--- src/rtl/uart_tx_pkg.sv ---
// Shared definitions for the UART transmit frame controller.
//   state_t    : frame sequencer states (binary, 3 bits)
//   PAR_EVEN / PAR_ODD    : PAR_TYP encodings
//   LINE_IDLE / START_BIT : TX line levels
package uart_tx_pkg;

  typedef enum logic [2:0] {
    IDLE   = 3'd0,
    START  = 3'd1,
    DATA   = 3'd2,
    PARITY = 3'd3,
    STOP   = 3'd4
  } state_t;

  localparam logic PAR_EVEN  = 1'b0;
  localparam logic PAR_ODD   = 1'b1;
  localparam logic LINE_IDLE = 1'b1;
  localparam logic START_BIT = 1'b0;

endpackage

--- src/rtl/uart_parity_calc.sv ---
// Combinational parity generator for the UART transmit path.
// Ports:
//   data     in  DATA_WIDTH  byte being framed
//   par_typ  in  1           0 = even, 1 = odd
//   par_bit  out 1           parity bit to place on the line
module uart_parity_calc #(
  parameter int DATA_WIDTH = 8
) (
  input  logic [DATA_WIDTH-1:0] data,
  input  logic                  par_typ,
  output logic                  par_bit
);

  // Even parity is the plain XOR reduction; odd parity inverts it.
  assign par_bit = (^data) ^ par_typ;

endmodule

--- src/rtl/uart_tx_ctrl.sv ---
// UART transmit frame controller. Sequences start, data (from the serializer,
// LSB first), optional parity and stop bits onto the TX line, one bit per clock.
// Ports:
//   CLK         in   1           clock, rising edge
//   RST         in   1           asynchronous reset, active low
//   P_DATA      in   DATA_WIDTH  byte to send (used here only for parity)
//   DATA_VALID  in   1           frame request, accepted only in IDLE
//   PAR_EN      in   1           insert parity bit
//   PAR_TYP     in   1           0 = even, 1 = odd
//   SER_DONE    in   1           serializer presenting its last data bit
//   SER_DATA    in   1           current serializer data bit
//   SER_ENABLE  out  1           serializer shift/count enable
//   BUSY        out  1           frame in progress
//   TX_OUT      out  1           serial line, idle high
//
// state  | meaning
// IDLE   | line high, waiting for DATA_VALID
// START  | start bit (line low), serializer holds its first bit
// DATA   | line follows SER_DATA until SER_DONE
// PARITY | latched parity bit on the line
// STOP   | stop bit (line high), last busy cycle
module uart_tx_ctrl
  import uart_tx_pkg::*;
#(
  parameter int DATA_WIDTH = 8
) (
  input  logic                  CLK,
  input  logic                  RST,
  input  logic [DATA_WIDTH-1:0] P_DATA,
  input  logic                  DATA_VALID,
  input  logic                  PAR_EN,
  input  logic                  PAR_TYP,
  input  logic                  SER_DONE,
  input  logic                  SER_DATA,
  output logic                  SER_ENABLE,
  output logic                  BUSY,
  output logic                  TX_OUT
);

  state_t state;
  logic   par_calc;
  logic   par_bit;
  logic   par_en_q;
  logic   busy_q;
  logic   ser_en_q;
  logic   tx_level;

  uart_parity_calc #(
    .DATA_WIDTH(DATA_WIDTH)
  ) u_parity_calc (
    .data    (P_DATA),
    .par_typ (PAR_TYP),
    .par_bit (par_calc)
  );

  // Outputs are registered alongside the state so each one always equals the
  // decode of the current state; reset clears them together with the state.
  always_ff @(posedge CLK or negedge RST) begin
    if (!RST) begin
      state    <= IDLE;
      par_bit  <= 1'b0;
      par_en_q <= 1'b0;
      busy_q   <= 1'b0;
      ser_en_q <= 1'b0;
      tx_level <= LINE_IDLE;
    end else begin
      case (state)
        IDLE: begin
          if (DATA_VALID) begin
            state    <= START;
            par_bit  <= par_calc;
            par_en_q <= PAR_EN;
            busy_q   <= 1'b1;
            ser_en_q <= 1'b0;
            tx_level <= START_BIT;
          end
        end
        START: begin
          state    <= DATA;
          busy_q   <= 1'b1;
          ser_en_q <= 1'b1;
          tx_level <= LINE_IDLE;
        end
        DATA: begin
          if (SER_DONE) begin
            // Dropping the enable here lets the serializer counter clear.
            ser_en_q <= 1'b0;
            if (par_en_q) begin
              state    <= PARITY;
              tx_level <= par_bit;
            end else begin
              state    <= STOP;
              tx_level <= LINE_IDLE;
            end
          end
        end
        PARITY: begin
          state    <= STOP;
          tx_level <= LINE_IDLE;
        end
        STOP: begin
          state    <= IDLE;
          busy_q   <= 1'b0;
          tx_level <= LINE_IDLE;
        end
        default: begin
          state    <= IDLE;
          busy_q   <= 1'b0;
          ser_en_q <= 1'b0;
          tx_level <= LINE_IDLE;
        end
      endcase
    end
  end

  assign BUSY       = busy_q;
  assign SER_ENABLE = ser_en_q;
  // In DATA the line is driven straight from the serializer bit.
  assign TX_OUT     = (state == DATA) ? SER_DATA : tx_level;

endmodule
--- config.mk ---
export PLATFORM = sky130hd
export DESIGN_NAME = uart_tx_ctrl
export DESIGN_NICKNAME = d
export VERILOG_FILES = /design/src/rtl/uart_tx_pkg.sv /design/src/rtl/uart_parity_calc.sv /design/src/rtl/uart_tx_ctrl.sv
export SDC_FILE = /design/constraint.sdc
export NUM_CORES = 1
export LEC_CHECK = 0
export CAP_MARGIN = 15
export CORE_AREA = 10 10 47 49
export DETAILED_ROUTE_END_ITERATION = 10
export DIE_AREA = 0 0 57 59
export DONT_BUFFER_PORTS = 1
export PLACE_DENSITY = 0.52
export SYNTH_ARGS = -nofsm -noshare
export SYNTH_HDL_FRONTEND = slang
export SYNTH_HIERARCHICAL = 1
export SYNTH_SLANG_ARGS = --single-unit
--- constraint.sdc ---
create_clock -name CLK -period 1.4 [get_ports CLK]
set_input_delay 0.35 -clock CLK [delete_from_list [all_inputs] [get_ports CLK]]
set_output_delay 0.35 -clock CLK [all_outputs]
set_load 0.01 [all_outputs]
==> flow_metrics.py, run 1 <==
metrics = {
    "floorplanning": {
        "core-area_um2": 1401,
        "rows": 14,
        "die_area_um2": 3363,
        "ioPinCount": 18,
        "die_width_um": 57,
        "start_util_pct": 35.09,
        "die_h_um": 59,
    },
    "sta": {
        "grt_setup_unrepaired": "true",
        "finalCritPeriodShare_pct": 107.8,
        "setup_viol": 1,
        "period_needed_ns": 1.509,
        "hold_slack_ns": 0.2159,
        "final_hold_viol_count": 0,
        "max_freq_mhz": 662.7,
        "tightest_slew_ns": 0.3866,
        "fin_ws_ns": -0.1091,
        "slew_violations": 0,
        "clock_skew_ns": 0.0001729,
        "timing.setup.tns_ns": -0.1091,
        "slew_headroom_pct": 74.14,
    },
    "synth": {
        "syn_area_um2": 491.7,
        "synth_top_area_share_pct": 35.62,
        "ys_ff_latch": 8,
        "syn_nets": 64,
        "synth_warnings": 6,
        "syn_inst": 49,
        "seq_area_frac_synth_pct": 40.97,
        "synth_top_area_cell": "dfrtp_1",
        "synth.avg_cell_area_um2": 10.04,
        "yosys.cell_types.count": 27,
        "synth_area_leaders": "dfrtp_1, xnor2_1, dfstp_2",
    },
    "setup_path": {
        "cpPeakStageDelay_ns": 0.38,
        "critPathLaunchType": "flop",
        "critPathKind": "flop to primary output",
        "crit_family": "flip-flops",
        "cpMaxStageDelayCell": "dfrtp_1",
        "setup.worst_path.end_class": "primary output",
        "cp_data_arrival_time_ns": 1.16,
        "crit_fanout": 2,
        "required_ns": 1.05,
        "crit_chain": "nor2_2, nand2_1, mux2_4",
        "critPathBufInv": 0,
    },
    "outcome": {
        "outcome": "complete, but fails checks",
        "violations": "negative setup slack",
    },
    "clock_tree": {
        "clockBufferDepth": 2,
        "cts_buffers": 3,
        "path_clk_slew_ns": 0.05,
        "clk_latency_ns": 0.26,
        "cts_sinks": 8,
        "htree_levels": 1,
        "cts_root_buffer": "clkbuf_4",
        "cts_resized": 0,
        "tritoncts": "done",
    },
    "finish": {
        "finish.utilization_pct": 40.45,
        "final_cell_mix": "dfrtp_1, nor2_1, buf_4",
        "num-nets-final": 72,
        "finalNonFillerCells": 72,
        "final_area_um2": 566.8,
        "final_layout_size_suffix_gt1_share_pct": 23.21,
        "syn_to_final_growth_pct": 15.27,
        "fillers": 153,
        "num_antenna_cells": 0,
    },
    "global_route": {
        "grt_start_max_net_pins": 9,
        "gr-total-overflow": 0,
        "grt_use_total_pct": 6.207,
        "antenna_found_initial": 0,
        "grt_first_pass_wirelength_um": 1580,
        "grt_pass1_vias": 351,
    },
    "route": {
        "vias": 350,
        "wl_per_cell_um": 13.31,
        "drc": 0,
        "viasPerCell": 4.861,
        "routed_wl_um": 958,
        "ant_nets": 0,
        "drt_iter0_markers": 2,
        "first_pass_iters": 2,
    },
    "power": {
        "p_total_mw": 1.150,
        "leakage_nw": 0.2559,
        "irDropWorstVdd_uv": 878.8,
        "seqPwrFrac_pct": 38.9,
        "power.density_nw_per_um2": 2029,
        "pwr-share-clk_pct": 16.7,
        "p_sw_mw": 0.4098,
        "internal-power_mw": 0.7402,
        "combPwrFrac_pct": 44.4,
        "switching_share_pct": 35.63,
    },
    "placement": {
        "dp_slack_ns": -0.03596,
        "placed_cell_area_um2": 523.0,
        "dp.cells": 66,
        "numPortBuffers": 0,
        "dpl.hpwl_um": 760.6,
        "gp_congestion": 0.6632,
    },
    "hold_path": {
        "holdCritPathClass": "input pin to flop",
    },
    "flow_run": {
        "max-cap-violations": 0,
    },
}
-- path summary, 6_finish.rpt --
| path | startpoint | endpoint | slack (ns) | cells past startpoint |
|---|---|---|---|---|
| hold reg to reg | par_bit | par_bit | 0.48 | 1 |
| hold / removal | PAR_EN | par_en_q | 0.22 | 2 |
| min in group asynchronous | RST | SER_ENABLE | 0.45 | 1 |
| setup reg to reg | state[1] | par_bit | 0.12 | 3 |
| setup / recovery | state[2] | TX_OUT | -0.11 | 3 |
| max in group asynchronous | RST | tx_level | 0.64 | 1 |
-- cell type report --
cell class	instances	area [µm²]	area share, %
clock buffers	4	26.28	4.636
repair buffers	5	40.04	7.064
inverters	2	7.507	1.325
multi-input cells	37	271.5	47.90
flip-flops and latches	8	201.4	35.54
well taps	16	20.02	3.532
-- flip-flops by register name, summed over array words and instances, names as in the netlist --
register,flops
state,3
par_bit,1
BUSY,1
SER_ENABLE,1
tx_level,1
par_en_q,1
-- synthesized netlist by cell type (all sizes together) --
master  instances
mux2            2
xnor3           1
nand2b          1
nand3b          1
a21boi          1
nand2           3
o21a            1
a21oi           2
xnor2           5
inv             2
nor3b           1
o21ai           3
dfstp           1
buf             2
nor3            1
o211ai          1
mux2i           1
nor2            8
nand3           3
dfrtp           7
xor2            1
and2b           1
-- metal layers --
metal / GRT usage, % / share of wire [%] / vias to the layer above
met2: 8.372 / 46 / 11
li1: - / - / 177
met1: 6.851 / 45 / 160
met5: 0 / 0 / -
met4: 3.020 / 0.94 / 0
met3: 4.936 / 8.0 / 2
-- power groups by stage --
stage | clock [mW] | sequential, mW | combinational, mW
6_report | 0.192 | 0.448 | 0.511
5_1_grt | 0.219 | 0.463 | 0.572
4_1_cts | 0.200 | 0.449 | 0.519
3_5_place_dp | 0 | 0.453 | 0.479
3_3_place_gp | 0 | 0.451 | 0.476
2_1_floorplan | 0 | 0.428 | 0.421
-- repair_timing --
action                                 CTS  global route
endpoints found under the hold margin    8             0
setup buffers                            1             0
hold buffers                             1             0
cloned                                   0             0
setup endpoints to repair                1             1
pin swaps                                1             1
-- logic make-up (layout without fill, tap and decap cells) --
family | after synthesis | after routing | share of synthesized area (%)
AO/OA/AOI/OAI | 8 | 8 | 9.670
buffers and inverters | 4 | 11 | 5.344
AND/OR/NAND/NOR | 19 | 19 | 19.85
flip-flops | 8 | 8 | 40.97
multiplexers | 3 | 3 | 7.378
XOR/XNOR | 7 | 7 | 16.79
Power figures use the tool's default switching activity.
==> inputs of run 2 (changes only) <==
--- a/config.mk
+++ b/config.mk
@@ -6,11 +6,11 @@
 export NUM_CORES = 1
 export LEC_CHECK = 0
 export CAP_MARGIN = 15
-export CORE_AREA = 10 10 47 49
+export CORE_AREA = 10 10 52 54
 export DETAILED_ROUTE_END_ITERATION = 10
-export DIE_AREA = 0 0 57 59
+export DIE_AREA = 0 0 62 64
 export DONT_BUFFER_PORTS = 1
-export PLACE_DENSITY = 0.52
+export PLACE_DENSITY = 0.43
 export SYNTH_ARGS = -nofsm -noshare
 export SYNTH_HDL_FRONTEND = slang
 export SYNTH_HIERARCHICAL = 1
==> run 2 against run 1 <==
The run still ends with negative setup slack left. Total power is 8.8% higher. Flip-flop and latch count unchanged. Core utilization down 4.8 points. Clock skew grew 0.0015 ns. Combinational power rose by 17%. Maximum frequency decreased by 1.7%. Sequential power increased by 2%. Cell count increased by 17%. Sequential share of layout area decreased by 2.3 points. Global-route usage grew 0.18 points. Die area increased by 18%. Critical path type unchanged. Largest power group unchanged.
==> flow_metrics.py, run 2 (synthesis results as in run 1) <==
metrics = {
    "placement": {
        "numPortBuffers": 0,
        "dpl.hpwl_um": 888,
        "placed_cell_area_um2": 549.3,
        "gp_congestion": 0.6999,
        "dp_slack_ns": -0.05034,
        "dp.cells": 77,
    },
    "setup_path": {
        "setup.worst_path.end_class": "primary output",
        "r2r_start": "state[2]",
        "required_ns": 1.05,
        "r2r_slack_ns": 0.10,
        "critPathLaunchType": "flop",
        "worstReg2RegEnd": "par_bit",
        "critPathKind": "flop to primary output",
        "reg2regPathDepth": 3,
        "cp-startpoint": "state[0]",
        "crit_fanout": 2,
        "cp_data_arrival_time_ns": 1.18,
    },
    "finish": {
        "num_antenna_cells": 0,
        "syn_to_final_growth_pct": 23.92,
        "final_layout_size_suffix_gt1_share_pct": 30.51,
        "finalNonFillerCells": 84,
        "num-nets-final": 75,
        "regMostFlops": "state",
        "largest_reg_flops": 3,
        "final_area_um2": 609.3,
        "finish.utilization_pct": 35.68,
        "fillers": 179,
        "final_cell_mix": "nor2_1, buf_4, dfrtp_1",
    },
    "route": {
        "wl_per_cell_um": 13.21,
        "drc": 0,
        "first_pass_iters": 2,
        "ant_nets": 0,
        "viasPerCell": 4.202,
        "vias": 353,
        "routed_wl_um": 1110,
        "drt_iter0_markers": 2,
    },
    "power": {
        "combPwrFrac_pct": 47.8,
        "p_sw_mw": 0.4527,
        "switching_share_pct": 36.19,
        "power.density_nw_per_um2": 2053,
        "internal-power_mw": 0.7981,
        "irDropWorstVdd_uv": 733.9,
        "leakage_nw": 0.2719,
        "p_total_mw": 1.251,
        "seqPwrFrac_pct": 36.6,
        "pwr-share-clk_pct": 15.6,
    },
    "floorplanning": {
        "ioPinCount": 18,
        "rows": 15,
        "die_width_um": 62,
        "die_area_um2": 3968,
        "core-area_um2": 1708,
        "die_h_um": 64,
        "start_util_pct": 28.79,
    },
    "clock_tree": {
        "clockBufferDepth": 2,
        "cts_root_buffer": "clkbuf_4",
        "cts_sinks": 8,
        "path_clk_slew_ns": 0.06,
        "tritoncts": "done",
        "cts_buffers": 3,
        "htree_levels": 1,
        "clk_latency_ns": 0.25,
    },
    "sta": {
        "slew_violations": 0,
        "max_freq_mhz": 651.7,
        "finalCritPeriodShare_pct": 109.6,
        "period_needed_ns": 1.535,
        "final_hold_viol_count": 0,
        "slew_headroom_pct": 74.28,
        "clock_skew_ns": 0.001659,
        "fin_ws_ns": -0.1345,
        "grt_setup_unrepaired": "true",
        "setup_viol": 1,
        "tightest_slew_ns": 0.3846,
    },
    "flow_run": {
        "max-cap-violations": 0,
    },
    "hold_path": {
        "holdPathStages": 2,
        "hold_end": "par_en_q",
        "min-delay-start": "PAR_EN",
        "holdCritPathClass": "input pin to flop",
    },
    "global_route": {
        "gr-total-overflow": 0,
        "grt_first_pass_wirelength_um": 1890,
        "antenna_found_initial": 0,
        "grt_use_total_pct": 6.387,
        "grt_start_max_net_pins": 9,
        "grt_pass1_vias": 419,
    },
    "outcome": {
        "outcome": "complete, but fails checks",
        "violations": "negative setup slack",
    },
}
run 2: cell count changes in the layout (fill, tap and decap cells not counted):
| cell | before | now |
|---|---|---|
| buf_4 | 4 | 7 |
| dfrtp_1 | 7 | 6 |
| dfrtp_2 | 0 | 1 |
| nand2_1 | 3 | 2 |
| nand2_2 | 0 | 1 |
| nor2_2 | 1 | 0 |
| nor2_4 | 0 | 1 |
run 2: per-layer routing:
layer	vias up	GRT usage [%]	share of wire [%]
li1	185	-	-
met1	161	7.119	43
met2	5	10.13	50
met3	2	2.372	6.8
met4	0	3.352	0.54
met5	-	0	0
run 2: final cells by class:
cell class	count	area, µm²	area share [%]
flip-flops and latches	8	202.7	33.26
repair buffers	8	62.56	10.27
multi-input cells	37	279.0	45.79
well taps	25	31.28	5.133
inverters	2	7.507	1.232
clock buffers	4	26.28	4.312
run 2: worst max-delay path by stage:
stage	end	slack [ns]	depth (start not counted)
2_1_floorplan	par_bit	0.0006	4
3_3_place_gp	par_bit	-0.02	4
3_5_place_dp	par_bit	-0.05	4
4_1_cts	TX_OUT	-0.15	3
5_1_grt	TX_OUT	-0.19	3
6_report	TX_OUT	-0.13	3
run 2: worst max-delay path: stages, from the launching register on:
cell	delay [ns]
dfrtp_2	0.43
nor2_4	0.12
nand2_2	0.06
mux2_4	0.32
run 2: metrics by stage:
| step | setup TNS (ns) | hold slack (ns) |
|---|---|---|
| finish | -0.1345 | 0.2151 |
| global placement | -0.02273 | 0.05471 |
| detailed placement | -0.05034 | 0.05468 |
| floorplan | 0 | 0.05441 |
| global route | -0.1873 | 0.2514 |
| CTS | -0.1501 | 0.2114 |
run 2: power groups by stage:
stage               sequential [mW]  clock [mW]  combinational [mW]
finish                        0.458       0.195               0.598
global route                  0.479       0.218               0.675
CTS                           0.447       0.201               0.591
detailed placement            0.468           0               0.522
global placement              0.465           0               0.519
floorplan                     0.428           0               0.421
run 2: repair_timing:
action,4_1_cts,5_1_grt
resized for setup,1,2
setup buffers,2,0
endpoints found under the setup margin,1,1
hold buffers,1,0
endpoints found under the hold margin,8,0
pin swaps,0,1
==> inputs of run 3 (changes only) <==
--- a/config.mk
+++ b/config.mk
@@ -6,9 +6,9 @@
 export NUM_CORES = 1
 export LEC_CHECK = 0
 export CAP_MARGIN = 15
-export CORE_AREA = 10 10 52 54
+export CORE_AREA = 2 2 44 46
 export DETAILED_ROUTE_END_ITERATION = 10
-export DIE_AREA = 0 0 62 64
+export DIE_AREA = 0 0 46 48
 export DONT_BUFFER_PORTS = 1
 export PLACE_DENSITY = 0.43
 export SYNTH_ARGS = -nofsm -noshare
==> run 3 against run 2 <==
The flow still finishes with violations (negative setup slack). Count of clock-buffer cells in the layout is the same. Sequential power decreased by 3%. Flip-flop and latch count stayed put. Cell count down 9.5%. Maximum frequency about the same. Highest routed layer unchanged.
==> flow_metrics.py, run 3 (synthesis results as in run 1) <==
metrics = {
    "outcome": {
        "outcome": "complete, but fails checks",
        "violations": "negative setup slack",
    },
    "route": {
        "drc": 0,
        "wl_per_cell_um": 12.57,
        "viasPerCell": 4.618,
        "first_pass_iters": 3,
        "drt_iter0_markers": 6,
        "vias": 351,
        "ant_nets": 0,
        "routed_wl_um": 955,
    },
    "clock_tree": {
        "htree_levels": 1,
        "cts_buffers": 3,
        "clockBufferDepth": 2,
        "cts_root_buffer": "clkbuf_4",
        "clk_latency_ns": 0.26,
        "tritoncts": "done",
        "cts_sinks": 8,
        "path_clk_slew_ns": 0.06,
    },
    "sta": {
        "slew_headroom_pct": 73.51,
        "max_freq_mhz": 651.4,
        "clock_skew_ns": 0.004325,
        "period_needed_ns": 1.535,
        "grt_setup_unrepaired": "true",
        "final_hold_viol_count": 0,
        "timing.setup.tns_ns": -0.1352,
        "finalCritPeriodShare_pct": 109.7,
        "fin_ws_ns": -0.1352,
        "hold_slack_ns": 0.2076,
        "slew_violations": 0,
        "tightest_slew_ns": 0.3960,
        "setup_viol": 1,
    },
    "finish": {
        "num_antenna_cells": 0,
        "finalNonFillerCells": 76,
        "regMostFlops": "state",
        "num-nets-final": 75,
        "seq_area_um2": 201.4,
        "final_cell_mix": "dfrtp_1, nor2_1, buf_4",
        "finish.utilization_pct": 35.33,
        "final_layout_size_suffix_gt1_share_pct": 27.12,
        "final_area_um2": 596.8,
        "fillers": 182,
        "multiInputGateArea_um2": 277.8,
        "syn_to_final_growth_pct": 21.37,
        "largest_reg_flops": 3,
    },
    "floorplanning": {
        "core-area_um2": 1689,
        "ioPinCount": 18,
        "start_util_pct": 29.11,
        "die_h_um": 48,
        "die_area_um2": 2208,
        "rows": 15,
        "die_width_um": 46,
    },
    "setup_path": {
        "cp-startpoint": "state[2]",
        "critPathBufInv": 0,
        "cp_data_arrival_time_ns": 1.19,
        "critPathLaunchType": "flop",
        "r2r_start": "state[0]",
        "crit_fanout": 2,
        "cpPeakStageDelay_ns": 0.38,
        "setup.worst_path.end_class": "primary output",
        "required_ns": 1.05,
        "crit_family": "flip-flops",
        "cpMaxStageDelayCell": "dfrtp_1",
        "critPathKind": "flop to primary output",
        "crit_chain": "nor2_2, nand2_1, mux2_4",
    },
    "hold_path": {
        "min-delay-start": "PAR_EN",
        "holdCritPathClass": "input pin to flop",
    },
    "power": {
        "irDropWorstVdd_uv": 675.9,
        "switching_share_pct": 36.05,
        "pwr-share-clk_pct": 15.8,
        "combPwrFrac_pct": 48.3,
        "power.density_nw_per_um2": 2080,
        "seqPwrFrac_pct": 35.9,
        "p_total_mw": 1.241,
        "leakage_nw": 0.2702,
        "internal-power_mw": 0.7940,
        "p_sw_mw": 0.4475,
    },
    "placement": {
        "dp_slack_ns": -0.03161,
        "dpl.hpwl_um": 703.5,
        "dp.cells": 69,
        "gp_congestion": 0.7093,
        "placed_cell_area_um2": 539.3,
        "numPortBuffers": 0,
    },
    "global_route": {
        "gr-total-overflow": 0,
        "grt_use_total_pct": 10.95,
        "antenna_found_initial": 0,
        "grt_pass1_vias": 372,
        "grt_start_max_net_pins": 9,
        "grt_first_pass_wirelength_um": 1587,
    },
    "flow_run": {
        "max-cap-violations": 0,
    },
}
[run 3: cell counts in the layout (fill, tap and decap cells not counted)]
No cell type changed its count.
[run 3: worst paths after layout]
check	to	slack, ns	cells after the start
setup / recovery	TX_OUT	-0.14	3
hold / removal	par_en_q	0.21	2
setup reg to reg	par_bit	0.08	4
hold reg to reg	par_bit	0.48	1
max in group asynchronous	tx_level	0.63	1
min in group asynchronous	par_bit	0.45	1
[run 3: area by class of cell]
| type | count | share of cell area, % |
|---|---|---|
| Inverter | 2 | 1.258 |
| Sequential cell | 8 | 33.75 |
| Tap cell | 17 | 3.564 |
| Clock buffer | 4 | 4.403 |
| Timing Repair Buffer | 8 | 10.48 |
| Multi-Input combinational cell | 37 | 46.54 |
[run 3: repair_timing]
item                                    in CTS  in global routing
buffers inserted                             2                  0
endpoints found under the setup margin       1                  2
pin swaps                                    1                  1
resized for setup                            0                  1
hold buffers                                 1                  0
endpoints found under the hold margin        8                  0
[run 3: power by group through the flow]
stage | clock network [mW] | registers, mW | logic, mW
detailed placement | 0 | 0.453 | 0.520
global route | 0.218 | 0.461 | 0.666
CTS | 0.204 | 0.446 | 0.583
finish | 0.196 | 0.446 | 0.599
global placement | 0 | 0.454 | 0.516
floorplan | 0 | 0.428 | 0.421
[run 3: per-layer routing]
layer | up-vias | wire (µm) | GRT usage [%]
met3 | 2 | 71 | 7.170
met4 | 0 | 10 | 5.143
li1 | 186 | - | -
met2 | 9 | 435 | 16.11
met1 | 154 | 438 | 12.33
met5 | - | 0 | 0
